## src/rtl/neuron_mac.sv

```systemverilog
`default_nettype none
// ============================================================================
// Module   : neuron_mac
// Brief    : Q8.8 multiply-accumulate of one neuron frame plus bias, saturated
//            to Q8.8 and presented on a valid/ready output (feeds sigmoid).
// Revision : 1.0  initial release
// ============================================================================
module neuron_mac #(
  parameter int N_INPUTS = 16,
  parameter int ACC_W    = 40
) (
  input  logic        clk,
  input  logic        rst_n,
  input  logic        in_valid,
  output logic        in_ready,
  input  logic [15:0] x_in,
  input  logic [15:0] w_in,
  input  logic [15:0] bias,
  output logic [15:0] sum_out,
  output logic        sum_valid,
  input  logic        sum_ready,
  output logic        busy
);

  localparam int CNT_W = $clog2(N_INPUTS + 1);
  localparam logic [CNT_W-1:0]        c_last    = CNT_W'(N_INPUTS - 1);
  localparam logic signed [ACC_W-1:0] c_pos_lim = ACC_W'(32767);
  localparam logic signed [ACC_W-1:0] c_neg_lim = -c_pos_lim;

  typedef enum logic [2:0] {
    S_IDLE  = 3'd0,
    S_ACCUM = 3'd1,
    S_FLUSH = 3'd2,
    S_SAT   = 3'd3,
    S_OUT   = 3'd4
  } state_t;

  state_t                   r_state;
  state_t                   w_next;
  logic signed [ACC_W-1:0]  r_acc;
  logic signed [31:0]       r_prod;
  logic                     r_prod_v;
  logic [CNT_W-1:0]         r_cnt;
  logic [15:0]              r_sum_out;
  logic                     r_sum_valid;

  logic                     w_accept;
  logic signed [31:0]       w_x;
  logic signed [31:0]       w_w;
  logic signed [31:0]       w_mul;
  logic signed [ACC_W-1:0]  w_prod_ext;
  logic signed [ACC_W-1:0]  w_bias_ext;
  logic signed [ACC_W-1:0]  w_shift;
  logic [15:0]              w_sat;

  assign w_accept   = in_valid & in_ready;
  assign w_x        = {{16{x_in[15]}}, x_in};
  assign w_w        = {{16{w_in[15]}}, w_in};
  assign w_mul      = w_x * w_w;
  assign w_prod_ext = {{(ACC_W-32){r_prod[31]}}, r_prod};
  // Q8.8 bias aligned to the Q.16 accumulator fraction
  assign w_bias_ext = {{(ACC_W-24){bias[15]}}, bias, 8'h00};
  assign w_shift    = r_acc >>> 8;

  // Clamp to +/-0x7FFF so 0x8000 is never emitted
  always_comb begin
    w_sat = w_shift[15:0];
    if (w_shift > c_pos_lim)
      w_sat = 16'h7FFF;
    else if (w_shift < c_neg_lim)
      w_sat = 16'h8001;
  end

  always_ff @(posedge clk or negedge rst_n) begin
    if (!rst_n)
      r_state <= S_IDLE;
    else
      r_state <= w_next;
  end

  always_comb begin
    w_next   = r_state;
    in_ready = 1'b0;
    case (r_state)
      S_IDLE: begin
        in_ready = 1'b1;
        if (in_valid)
          w_next = (N_INPUTS == 1) ? S_FLUSH : S_ACCUM;
      end
      S_ACCUM: begin
        in_ready = 1'b1;
        if (in_valid && (r_cnt == c_last))
          w_next = S_FLUSH;
      end
      S_FLUSH: w_next = S_SAT;
      S_SAT:   w_next = S_OUT;
      S_OUT: begin
        if (sum_ready)
          w_next = S_IDLE;
      end
      default: w_next = S_IDLE;
    endcase
  end

  always_ff @(posedge clk or negedge rst_n) begin
    if (!rst_n) begin
      r_acc       <= '0;
      r_prod      <= '0;
      r_prod_v    <= 1'b0;
      r_cnt       <= '0;
      r_sum_out   <= '0;
      r_sum_valid <= 1'b0;
    end else begin
      case (r_state)
        S_IDLE: begin
          if (w_accept) begin
            r_acc    <= w_bias_ext;
            r_prod   <= w_mul;
            r_prod_v <= 1'b1;
            r_cnt    <= CNT_W'(1);
          end
        end
        S_ACCUM: begin
          if (r_prod_v)
            r_acc <= r_acc + w_prod_ext;
          if (w_accept) begin
            r_prod   <= w_mul;
            r_prod_v <= 1'b1;
            r_cnt    <= r_cnt + 1'b1;
          end else begin
            r_prod_v <= 1'b0;
          end
        end
        S_FLUSH: begin
          if (r_prod_v)
            r_acc <= r_acc + w_prod_ext;
          r_prod_v <= 1'b0;
        end
        S_SAT: begin
          r_sum_out   <= w_sat;
          r_sum_valid <= 1'b1;
        end
        S_OUT: begin
          if (sum_ready)
            r_sum_valid <= 1'b0;
        end
        default: r_prod_v <= 1'b0;
      endcase
    end
  end

  assign sum_out   = r_sum_out;
  assign sum_valid = r_sum_valid;
  assign busy      = (r_state != S_IDLE);

endmodule
`default_nettype wire
```

## config.mk

```make
export PLATFORM = sky130hd
export DESIGN_NAME = neuron_mac
export DESIGN_NICKNAME = d
export VERILOG_FILES = /design/src/rtl/neuron_mac.sv
export SDC_FILE = /design/constraint.sdc
export NUM_CORES = 1
export LEC_CHECK = 0
export CAP_MARGIN = 20
export CORE_MARGIN = 3
export CORE_UTILIZATION = 30
export DETAILED_ROUTE_END_ITERATION = 10
export GPL_TIMING_DRIVEN = 0
export HOLD_SLACK_MARGIN = 0.08
export PLACE_DENSITY = 0.47
export SLEW_MARGIN = 5
export SYNTH_ARGS = -nofsm -noshare
export SYNTH_HDL_FRONTEND = slang
export SYNTH_SLANG_ARGS = --single-unit
```

## constraint.sdc

```tcl
create_clock -name clk -period 7.2 [get_ports clk]
set_input_delay 1.08 -clock clk [delete_from_list [all_inputs] [get_ports clk]]
set_output_delay 1.08 -clock clk [all_outputs]
set_load 0.05 [all_outputs]
```

==> summary.txt <==
die height: 235 um
Post-Syn Area: 15700 sq um
total number of vias: 11954
Final Cycle Share: 0.959
Seq/Total Area, Yosys: 0.156
Final Slew Violations: 0
area delta synth->final: 13.3%
Main synth FF type: dfrtp_1
DP Worst Slack: -1460 ps
status: finished, final reports clean
synthesized instance count: 1729
Avg Cell Area, Syn: 9.07 sq um
global-route wire length before repair: 72500 um
final hold violation count: 0
CP max stage delay: 590 ps
Relative slew margins: 0.383
Cell Rows: 83
FILL cells: 5466
Max Clock Freq: 145 MHz
hpwl dp: 37100 um
CTS tree: done
Clock Pin Slew Worst Setup and Hold Paths: 70 ps
CTS sink cnt: 98
Worst Path Max Fanout: 10
skew final: 11.1 ps
max-cap violations: 0
Die ar.: 55100 sq um
crit-path most repeated cell: fa_1
worst skew pair latency: 360 ps
DRC viols: 0
final wirelength: 44800 um
Worst EP required: 7450 ps
ANT cells: 0
post-synth cell types: 69
io pins: 71
Arr. time, crit path: 7150 ps
final worst slack: 297 ps
I/O Buffers: 69
Detail Route Antenna Nets: 0
wire per inst: 17.9 um
vias in the first global route: 12975
cts bufs inserted: 9
pin count of the biggest net entering global routing: 61
most common cell after layout, fill and taps aside: inv_1
Total Routing Usage GR: 0.165
Yosys reg bits: 98
CTS Hold Buffers Added: 0
RD Place Congestion: 0.877
Setup CP Type: primary input to flip-flop
via/cell ratio: 4.78
Final nets: 2252
Worst setup EP type: flip-flop
grt total ovfl: 0
Root Driver: clkbuf_16
Net Count, Synth: 2167
Hold Path Class: flip-flop to flip-flop
Longest Clk Path Bufs: 2
Worst-Margin Slew: 924 ps
H-Tree Depth: 3
Iter 0 DRT Violations: 630
most frequent cells in the layout: inv_1 (299), fa_1 (260), nand2_1 (224)
DRT Pass-1 Iters: 5
initial antenna violation count: 1
fin crit period: 6900 ps
Async SR Flop Fraction: 1.00
worst path cell trace: clkbuf_2 > clkbuf_8 > and2_1 > fa_1 > inv_1 > fa_1 > fa_1 > inv_1 > fa_1 > fa_1 > inv_1 > fa_1 > inv_1 > ha_2 > and3_2 > o211a_1 > a211o_1 > a31o_1 > a21o_1 > a21o_1 > a211o_1 > a32o_1
unrepaired setup endpoints after global routing: no
Yosys warnings: 0
Core Box Area: 51500 sq um
initial core utilization: 0.304
Die Wd: 235 um
crit start category: primary input
Final Setup Violations: 0
number of synthesized flops with an enable pin: 0
Critical Path Slowest Stage Cell: fa_1
layout cells sized above 1: 0.0649
==> final timing paths <==
path	from	end	slack (ps)	cells past startpoint
worst max-delay path	w_in[6]	r_prod[19]$_DFFE_PN0P_	300	22
worst min-delay path	r_acc[0]$_DFFE_PN0P_	r_acc[0]$_DFFE_PN0P_	480	2
worst max register to register	r_acc[10]$_DFFE_PN0P_	r_acc[38]$_DFFE_PN0P_	3690	11
worst min register to register	r_acc[0]$_DFFE_PN0P_	r_acc[0]$_DFFE_PN0P_	480	2
max in group asynchronous	rst_n	r_prod[12]$_DFFE_PN0P_	5790	2
min in group asynchronous	rst_n	r_state[2]$_DFFE_PN0P_	700	1
==> metal layers <==
| metal | GRT usage | part of all wire | vias up |
|---|---|---|---|
| met5 | 0 | 0 | - |
| met4 | 0.0410 | 0.017 | 0 |
| met3 | 0.0163 | 0.033 | 42 |
| met2 | 0.272 | 0.47 | 240 |
| met1 | 0.233 | 0.48 | 5989 |
| li1 | - | - | 5683 |
==> layout make-up <==
cell class              instances  area [sq um]  area share
plain buffers                  62           444      0.0250
clock buffers                   9           225      0.0127
clock inverters                 7           135     0.00760
inverters                     299          1120      0.0631
multi-input cells            1270         11900       0.670
flip-flops and latches         98          2450       0.138
well taps                     680           851      0.0479
repair buffers                 74           628      0.0353
==> per-stage QoR <==
step | TNS (ps) | std cells | utilization | cell area, sq um | hold WS (ps)
detailed placement | -15950 | 2479 | 0.335 | 17300 | 468
global placement | -15920 | 2478 | 0.334 | 17200 | 457
CTS | 0 | 2497 | 0.345 | 17800 | 483
floorplan | 0 | 1729 | - | 15700 | 444
finish | 0 | 2499 | 0.345 | 17800 | 476
global route | 0 | 2499 | 0.345 | 17800 | 517
==> timing repair <==
| action | 4_1_cts | 5_1_grt |
|---|---|---|
| endpoints found under the hold margin | 0 | 0 |
| gates resized for setup | 120 | 119 |
| pin swaps | 3 | 3 |
| setup endpoints to repair | 16 | 11 |
| setup buffers | 2 | 2 |
==> kinds of logic (layout without fill, tap and decap cells) <==
logic type      after synthesis  in the layout  synth area share
simple gates                511            511             0.157
fa+ha+maj                   386            386             0.434
buf+inv                     361            451            0.0877
compound gates              298            298             0.122
flops                        98             98             0.156
xor+xnor                     65             65            0.0363
mux                          10             10           0.00678
==> registers in the layout, summed over array words and instances, names as in the netlist <==
| register | count |
|---|---|
| r_cnt | 5 |
| sum_valid | 1 |
| r_state | 3 |
| r_acc | 40 |
| sum_out | 16 |
| r_prod_v | 1 |
| r_prod | 32 |
==> Yosys cell counts, types with 4 or more instances <==
cell type  number  share of area
inv_1         299          0.072
fa_1          263           0.34
nand2_1       224          0.054
and2_1        124          0.049
ha_1          123          0.098
dfrtp_1        98           0.16
a21oi_1        83          0.026
o21ai_0        68          0.022
nor2_1         64          0.015
clkbuf_1       54          0.013
xnor2_1        36          0.020
a21o_1         30          0.014
xor2_1         29          0.016
nand2b_1       18         0.0072
nor3_1         16         0.0051
a211oi_1       12         0.0057
o21ai_1        12         0.0038
nand4_1        11         0.0044
nand3_1        10         0.0032
nor2b_1        10         0.0040
o21a_1          9         0.0043
o31ai_1         9         0.0043
a31oi_1         8         0.0032
nor4_1          8         0.0032
o211ai_1        7         0.0034
o21bai_1        7         0.0034
or3_1           7         0.0028
a211o_1         5         0.0028
a221o_1         5         0.0032
and3_1          5         0.0020
mux2_2          5         0.0036
mux2i_1         5         0.0032
o22ai_1         5         0.0020
and4_1          4         0.0022
buf_1           4        0.00096
o41ai_1         4         0.0022
or2_2           4         0.0016
==> worst max-delay path, delay by kind of cell <==
family          cells  cell delay [ps]
simple gates        2              350
compound gates      7             1580
fa+ha+maj           7             3530
buf+inv             6              590
Power is not shown: default switching activity piles up to over one toggle a cycle in this logic, so the estimate is an artifact.
